## src/rtl/receiver_pkg.sv

```systemverilog
// Shared switch definitions: flit bus sizing, index widths and the
// receiver handshake state encoding.
package receiver_pkg;

    // IDLE/ACK are one-hot so any corrupted encoding is detectable.
    typedef enum logic [1:0] {
        ST_IDLE = 2'b01,
        ST_ACK  = 2'b10
    } rx_state_t;

    // Flit bus: payload + destination address + one control bit.
    function automatic int bus_size(input int data_size, input int addr_size);
        return data_size + addr_size + 1;
    endfunction

    // Width of an index able to address n items (never narrower than 1 bit).
    function automatic int idx_width(input int n);
        return (n > 1) ? $clog2(n) : 1;
    endfunction

endpackage

```

## src/rtl/rr_arbiter.sv

```systemverilog
// Round-robin selector: picks the first requesting port after 'last',
// wrapping modulo N.
module rr_arbiter
    import receiver_pkg::*;
#(
    parameter  int N  = 5,
    localparam int IW = idx_width(N)
) (
    input  logic [N-1:0]  req,
    input  logic [IW-1:0] last,
    output logic [IW-1:0] grant,
    output logic          any
);

    int w_idx;

    // Scan from farthest to nearest so the nearest requester after 'last' wins.
    always_comb begin
        grant = last;
        any   = 1'b0;
        w_idx = 0;
        for (int k = N; k >= 1; k--) begin
            w_idx = (int'(last) + k) % N;
            if (req[IW'(w_idx)]) begin
                grant = IW'(w_idx);
                any   = 1'b1;
            end
        end
    end

endmodule

```

## src/rtl/receiver.sv

```systemverilog
// Switch input receiver: arbitrates among PORTS_NUM+1 four-phase senders,
// writes one flit per handshake into the local queue, counts flits and
// flags senders that fail to release their request in time.
module receiver
    import receiver_pkg::*;
#(
    parameter  int DATA_SIZE = 32,
    parameter  int ADDR_SIZE = 4,
    parameter  int PORTS_NUM = 4,
    parameter  int TIMEOUT   = 16,
    localparam int BUS_SIZE  = bus_size(DATA_SIZE, ADDR_SIZE)
) (
    input  logic                              clk,
    input  logic                              a_rst,
    input  logic [PORTS_NUM:0]                wr_ready_in,
    input  logic [BUS_SIZE*(PORTS_NUM+1)-1:0] data_i,
    input  logic                              mem_full,
    output logic [PORTS_NUM:0]                r_ready_out,
    output logic                              mem_wr,
    output logic [BUS_SIZE-1:0]               data_o,
    output logic [15:0]                       flit_cnt,
    output logic                              err_timeout
);

    localparam int NP     = PORTS_NUM + 1;
    localparam int IW     = idx_width(NP);
    localparam int WAIT_W = idx_width(TIMEOUT);

    rx_state_t            r_state, w_state_nxt;
    logic [IW-1:0]        r_port, w_port_nxt;
    logic [IW-1:0]        r_last, w_last_nxt;
    logic [WAIT_W-1:0]    r_wait, w_wait_nxt;
    logic [NP-1:0]        r_ack, w_ack_nxt;
    logic                 r_wr, w_wr_nxt;
    logic [BUS_SIZE-1:0]  r_data, w_data_nxt;
    logic [15:0]          r_cnt, w_cnt_nxt;
    logic                 r_err, w_err_nxt;

    logic [NP-1:0]        w_req;
    logic [IW-1:0]        w_grant;
    logic                 w_any;

    // Only a solid 1 is a request; floating or unknown inputs are ignored.
    for (genvar p = 0; p < NP; p++) begin : g_req
        assign w_req[p] = (wr_ready_in[p] === 1'b1);
    end

    rr_arbiter #(.N(NP)) u_arb (
        .req   (w_req),
        .last  (r_last),
        .grant (w_grant),
        .any   (w_any)
    );

    // Next-state and output logic of the handshake FSM.
    always_comb begin
        w_state_nxt = ST_IDLE;
        w_port_nxt  = r_port;
        w_last_nxt  = r_last;
        w_wait_nxt  = r_wait;
        w_ack_nxt   = r_ack;
        w_wr_nxt    = 1'b0;
        w_data_nxt  = r_data;
        w_cnt_nxt   = r_cnt;
        w_err_nxt   = r_err;
        case (r_state)
            ST_IDLE: begin
                w_ack_nxt  = '0;
                w_wait_nxt = '0;
                if (!mem_full && w_any) begin
                    w_state_nxt        = ST_ACK;
                    w_port_nxt         = w_grant;
                    w_ack_nxt[w_grant] = 1'b1;
                    w_wr_nxt           = 1'b1;
                    w_data_nxt         = data_i[int'(w_grant)*BUS_SIZE +: BUS_SIZE];
                    w_cnt_nxt          = r_cnt + 16'd1;
                end
            end
            ST_ACK: begin
                w_state_nxt = ST_ACK;
                if (!w_req[r_port] || (r_wait == WAIT_W'(TIMEOUT - 1))) begin
                    // Sender released (or ran out of time): drop ack, rotate priority.
                    w_state_nxt = ST_IDLE;
                    w_ack_nxt   = '0;
                    w_wait_nxt  = '0;
                    w_last_nxt  = r_port;
                    if (w_req[r_port]) begin
                        w_err_nxt = 1'b1;
                    end
                end else begin
                    w_wait_nxt = r_wait + WAIT_W'(1);
                end
            end
            default: begin
                w_state_nxt = ST_IDLE;
                w_ack_nxt   = '0;
                w_wait_nxt  = '0;
            end
        endcase
    end

    // State and output registers; reset abandons any handshake in flight.
    always_ff @(posedge clk or posedge a_rst) begin
        if (a_rst) begin
            r_state <= ST_IDLE;
            r_port  <= '0;
            r_last  <= IW'(PORTS_NUM);
            r_wait  <= '0;
            r_ack   <= '0;
            r_wr    <= 1'b0;
            r_data  <= '0;
            r_cnt   <= '0;
            r_err   <= 1'b0;
        end else begin
            r_state <= w_state_nxt;
            r_port  <= w_port_nxt;
            r_last  <= w_last_nxt;
            r_wait  <= w_wait_nxt;
            r_ack   <= w_ack_nxt;
            r_wr    <= w_wr_nxt;
            r_data  <= w_data_nxt;
            r_cnt   <= w_cnt_nxt;
            r_err   <= w_err_nxt;
        end
    end

    assign r_ready_out = r_ack;
    assign mem_wr      = r_wr;
    assign data_o      = r_data;
    assign flit_cnt    = r_cnt;
    assign err_timeout = r_err;

endmodule

```

## config.mk

```make
export PLATFORM = sky130hd
export DESIGN_NAME = receiver
export DESIGN_NICKNAME = d
export VERILOG_FILES = /design/src/rtl/receiver_pkg.sv /design/src/rtl/rr_arbiter.sv /design/src/rtl/receiver.sv
export SDC_FILE = /design/constraint.sdc
export NUM_CORES = 1
export LEC_CHECK = 0
export BUFFER_PORTS_ARGS = -buffer_cell sky130_fd_sc_hd__buf_4
export CORE_ASPECT_RATIO = 2
export CORE_MARGIN = 5
export CORE_UTILIZATION = 30
export CTS_BUF_LIST = sky130_fd_sc_hd__clkbuf_8 sky130_fd_sc_hd__clkbuf_16
export DETAILED_ROUTE_END_ITERATION = 6
export MAX_ROUTING_LAYER = met4
export PLACE_DENSITY = 0.52
export REMOVE_ABC_BUFFERS = 1
export SKIP_LAST_GASP = 1
export SLEW_MARGIN = 20
export SYNTH_ARGS = -nofsm -noshare
export SYNTH_HDL_FRONTEND = slang
export SYNTH_SLANG_ARGS = --single-unit
```

## constraint.sdc

```tcl
create_clock -name clk -period 6 [get_ports clk]
set_input_delay 1.8 -clock clk [delete_from_list [all_inputs] [get_ports clk]]
set_output_delay 1.8 -clock clk [all_outputs]
set_load 0.02 [all_outputs]
```

==> out/qor.yml, run 1 <==
synth.most_common_cell: "o211ai_1"
io_buffers: 252
clock_path_buffers: 2
cts_buffers: 9
hold_viol: 0
grt_pass1_wl_um: 40000
ys.flop_type: "dfrtp_1"
fmax_mhz: 178
skew_ps: 10.4
die_area_um2: 25400
synth_edf_count: 0
synth_top_family_by_area: "compound AO/OA/AOI/OAI gates"
first_pass_iters: 4
drive_gt1_frac: 0.377
period_minus_slack_ps: 5610
cp.required_ps: 6210
rsz0062_at_grt: "false"
post-route-drc-count: 0
cts.sinks: 72
synth_common_cells: "78 x o211ai_1, 70 x dfrtp_1, 48 x and3_1"
gr-usage-all-layers: 0.212
maxSlewHeadroom: 0.440
path_clk_slew_ps: 70
synth_adder_area_share: 0.0632
cp.arrival_ps: 5820
cts_tree: "built"
synth_mux_area_frac: 0.103
cap_violations: 0
critPathKind: "flop to flop"
synth_top_area_frac: 0.263
worst_pin_slew_ps: 837
coreArea_um2: 22000
reg2reg_setup_slack_ps: 390
period_share: 0.935
synthesis.area_um2: 6650
postSynth.asyncResetShare: 1.00
synth_compound_area_frac: 0.313
finalSetupViolCount: 0
grt_overflow: 0
area_growth_pct: 36.7
cp-start-kind: "flop"
synthXorXnorAreaFrac: 0.0355
postCtsSetupRepairBufs: 0
regArea_um2: 1800
grt_util_met3: 0.0263
hold_class: "flop to flop"
holdBufCountCts: 0
synthSimpleGateAreaFrac: 0.147
antenna_found_initial: 0
via_count: 6662
worst_setup_path_end_kind: "flop"
diodes: 0
multiInputGateArea_um2: 4420
synth_warnings: 0
synth_area_per_cell_um2: 9.44
synth_area_leaders: "dfrtp_1 26%, o211ai_1 8.8%, mux2i_1 7.1%, ha_1 6.0%, a32oi_1 4.9%"
gr-max-usage-layer: "met2"
clock_latency_ps: 340
slew_violations: 0
seq_area_frac_synth: 0.271
postSynthCellCount: 705
viasPerCell: 5.50
use_met1: 0.207
grt_pass1_vias: 7205
drtIter0Drc: 225
nFillCells: 2273
cts-root-buf: "clkbuf_16"
grt_max_degree: 42
yosys.area.top_type: "dfrtp_1"
ant_nets: 0
outcome: "finished clean"
wire_per_inst_um: 21.8
rows: 77
post-dp-hpwl_um: 21000
path_max_fanout: 40
drt-total-wl_um: 26400
fin_util: 0.414
dieHeight_um: 221
grtUsageMet2: 0.401
die_w_um: 115
gp_congestion: 0.886
io_pins: 253
synth_cell_types: 89
ys_ff_latch: 72
nets: 1158
h-tree-depth: 3
initial_utilization: 0.303
==> cells by family (layout without fill, tap and decap cells) <==
group                      count (synthesis)  after routing
DFF                                       72             72
muxes                                     61             61
xor gates and xnor gates                  24             24
adders and majority gates                 33             33
AOI/OAI and AO/OA                        250            250
and+or+nand+nor                          177            177
buffers and inverters                     88            319
==> layout make-up <==
cell class,instances,area share
tap,276,0.0380
sequential,72,0.198
multi-input combinational,545,0.486
timing repair buffer,275,0.230
clock inverter,5,0.00894
inverter,29,0.0124
clock buffer,10,0.0263
==> critical path, cell delays in order, from the launching register on <==
cell and delay [ps]:
dfstp_2 770, inv_1 300, ha_1 480, o21ai_2 250, nand2_1 90, xnor2_1 230
ha_1 210, fa_1 230, nand4_2 210, and3_1 260, o211ai_1 350, o21ai_0 220
or3_1 410, o311ai_4 320, buf_4 350, nor3_4 70, buf_4 300, a32oi_1 270
o211ai_1 120
==> final timing paths <==
kind	from	endpoint	depth (start not counted)
max in group asynchronous	a_rst	r_state[0]	3
worst max register to register	r_last[2]	data_o[17]	18
min in group asynchronous	a_rst	data_o[10]	2
worst min-delay path	flit_cnt[15]	flit_cnt[15]	1
worst min register to register	flit_cnt[15]	flit_cnt[15]	1
worst max-delay path	r_last[2]	data_o[17]	18
==> cell usage in the layout (no fill, tap or decap), drive strengths merged, types with 3 or more instances in the layout <==
cell	count
or2	3
ha	32
o21a	3
a31oi	3
a32oi	37
and3	49
a211oi	3
nor3b	3
a21oi	16
a21boi	42
nand2	40
clkbuf	10
mux2i	47
buf	275
mux4	5
inv	27
a211o	4
o211a	4
o31a	3
clkinv	4
o21ai	15
o311ai	3
nor3	10
xor2	7
nor2	25
o22ai	3
dfrtp	70
or3	3
o211ai	84
o31ai	5
o41ai	3
xnor2	17
nand3	15
nand2b	11
mux2	9
nor2b	5
and2	5
==> stage by stage <==
| step | setup TNS [ps] | std cells | hold WS (ps) | worst slack [ps] | cell area (µm²) |
|---|---|---|---|---|---|
| floorplan | -104420 | 646 | 432 | -1930 | 6320 |
| global placement | 0 | 1197 | 463 | 340 | 8770 |
| detailed placement | 0 | 1197 | 470 | 298 | 8770 |
| CTS | 0 | 1212 | 480 | 268 | 9090 |
| global route | 0 | 1212 | 492 | 20.3 | 9100 |
| finish | 0 | 1212 | 473 | 393 | 9100 |
==> timing repair <==
action                                  in CTS  in global routing
endpoints found under the setup margin       0                  1
hold endpoints to repair                     0                  0
gates resized for setup                      0                  1
==> metal layers <==
metal  share of wire  vias to the layer above  routed length [µm]
li1                -                     3164                   -
met1            0.33                     3185                8790
met2            0.57                      265               14900
met3           0.053                       48                1400
met4           0.048                        0                1280
met5               0                        -                   0
==> flip-flops by register name, indices dropped and copies added (netlist names) <==
signal and flops:
r_state 2, r_last 3, mem_wr 1, data_o 37, r_port 3, r_ready_out 5
r_wait 4, err_timeout 1, flit_cnt 16
Power of run 1 is left out: the tool's default activity adds up to more than one toggle a clock period on the data nets, which glitch-free logic cannot reach.
==> run 2: changes to the inputs <==
==> constraint.sdc (replaced) <==
create_clock -name clk -period 6 [get_ports clk]
set_input_delay 1.2 -clock clk [delete_from_list [all_inputs] [get_ports clk]]
set_output_delay 1.2 -clock clk [all_outputs]
set_load 0.02 [all_outputs]
==> run 2 against run 1 <==
Against the previous run: cell count barely moved; wire length about the same; non-clock buffer count unchanged; first-iteration DRC count shrank 2.7%; clock skew is 3.6 ps lower; core utilization about the same.
==> out/qor.yml, run 2 (same netlist as run 1, synthesis figures left out) <==
outcome: "finished clean"
final_common_cell: "buf_4"
cp_num_cells: 18  # unchanged
rows: 77  # unchanged
r2r_end: "data_o[14]"
grt_pass1_wl_um: 39800  # -0.52%
finalSetupViolCount: 0  # unchanged
grt_overflow: 0  # unchanged
cts_tree: "built"
postCtsSetupRepairBufs: 0  # unchanged
post-route-drc-count: 0  # unchanged
io_pins: 253  # unchanged
h-tree-depth: 3  # unchanged
post_cts_resized: 0  # unchanged
dieHeight_um: 221  # unchanged
diodes: 0  # unchanged
path_max_fanout: 40  # unchanged
nets: 1158  # unchanged
cts_buffers: 9  # unchanged
largest_reg_flops: 37  # unchanged
period_minus_slack_ps: 5630  # +22.5 ps
path_clk_slew_ps: 60  # about the same
dp_slack_ps: 287  # -11.0 ps
hold_depth: 1  # unchanged
post-dp-hpwl_um: 20800  # -0.90%
crit_chain: "inv_1 > ha_1 > o21ai_2 > nand2_1 > xnor2_1 > ha_1 > fa_1 > nand4_2 > and3_1 > o211ai_1 > o21ai_0 > or3_1 > o311ai_4 > buf_4 > nor3_4 > buf_4 > a32oi_1 > o211ai_1"
drt-total-wl_um: 26400  # about the same
area_growth_pct: 36.7  # about the same
cts.sinks: 72  # unchanged
grt_max_degree: 73  # +74%
cp-startpoint: "r_last[2]"
maxSlewHeadroom: 0.459  # +0.0185
drtIter0Drc: 219  # -2.7%
die_area_um2: 25400  # unchanged
viasPerCell: 5.46  # -0.64%
cp.arrival_ps: 5840  # +20 ps
antenna_found_initial: 0  # unchanged
final_cells: 1213  # +0.083%
fmax_mhz: 178  # -0.40%
worstRegToRegCells: 18  # unchanged
rsz0062_at_grt: "false"
grt_pass1_vias: 7068  # -1.9%
fin_util: 0.414  # about the same
gp_congestion: 0.885  # about the same
hold_class: "flop to flop"
cp-start-kind: "flop"
reg2reg_setup_slack_ps: 370  # -20 ps
path_delay_family: "compound AO/OA/AOI/OAI gates"
crit_buf_inv: 3  # unchanged
cap_violations: 0  # unchanged
via_count: 6625  # -0.56%
coreArea_um2: 22000  # unchanged
first_pass_iters: 4  # unchanged
slew_violations: 0  # unchanged
cp.required_ps: 6210  # about the same
worst_pin_slew_ps: 809  # -27.7 ps
period_share: 0.938  # +0.00375
gr-usage-all-layers: 0.211  # -0.000835
clock_path_buffers: 2  # unchanged
setup_slack_ps: 370  # -22.5 ps
cts-root-buf: "clkbuf_16"
worst_setup_path_end_kind: "flop"
hold_viol: 0  # unchanged
cp-endpoint: "data_o[14]"
skew_ps: 6.84  # -3.57 ps
dp_cells: 1196  # -0.084%
holdBufCountCts: 0  # unchanged
io_buffers: 252  # unchanged
critPathKind: "flop to flop"
nFillCells: 2276  # +0.13%
layout_common_cells: "271 x buf_4, 78 x o211ai_1, 70 x dfrtp_1, 48 x and3_1, 47 x mux2i_1"
hold_ws_ps: 471  # -2.56 ps
wire_per_inst_um: 21.8  # about the same
die_w_um: 115  # unchanged
initial_utilization: 0.303  # unchanged
slowest_delay_ps: 780  # about the same
drive_gt1_frac: 0.377  # -0.000402
reg2reg_from: "r_last[2]"
crit_slowest_cell: "dfstp_2"
clock_latency_ps: 340  # about the same
ant_nets: 0  # unchanged
==> run 2: worst min path at each step <==
stage           endpoint  slack, ps  startpoint
3_5_place_dp   r_wait[0]        470   r_wait[0]
4_1_cts        r_wait[0]        480   r_wait[0]
2_1_floorplan  r_wait[0]        430   r_wait[0]
6_report       r_wait[0]        470   r_wait[0]
5_1_grt        r_wait[0]        490   r_wait[0]
3_3_place_gp   r_wait[0]        460   r_wait[0]
==> run 2: per-layer routing <==
metal / wire [µm] / part of all wire / global-route usage / up-vias
met5: 0 / 0 / - / -
met4: 1050 / 0.040 / 0.0917 / 0
met3: 1120 / 0.043 / 0.0290 / 45
met2: 15100 / 0.57 / 0.403 / 214
met1: 9140 / 0.35 / 0.208 / 3197
li1: - / - / - / 3169
==> run 2: final cells by class <==
type | instances | area [µm²] | share of cell area
tap | 276 | 345 | 0.0380
clock inverter | 7 | 72.6 | 0.00798
clock buffer | 9 | 225 | 0.0248
timing repair buffer | 275 | 2110 | 0.232
multi-input combinational | 545 | 4420 | 0.486
sequential | 72 | 1800 | 0.198
inverter | 29 | 113 | 0.0124
==> run 2: metrics by stage <==
step | setup TNS [ps] | area, µm²
after detailed placement | 0 | 8770
after global placement | 0 | 8770
after global routing | 0 | 9090
final | 0 | 9090
after floorplan | -104420 | 6320
after CTS | 0 | 9060
==> run 2: worst register-to-register path: cells and delay by family, from the launching register on <==
kind | cells | cell delay (ps)
buf+inv | 3 | 970
flops | 1 | 780
fa+ha+maj | 3 | 900
simple gates | 5 | 1060
xor+xnor | 1 | 240
compound gates | 6 | 1540
Power of run 2 is left out for the same reason.
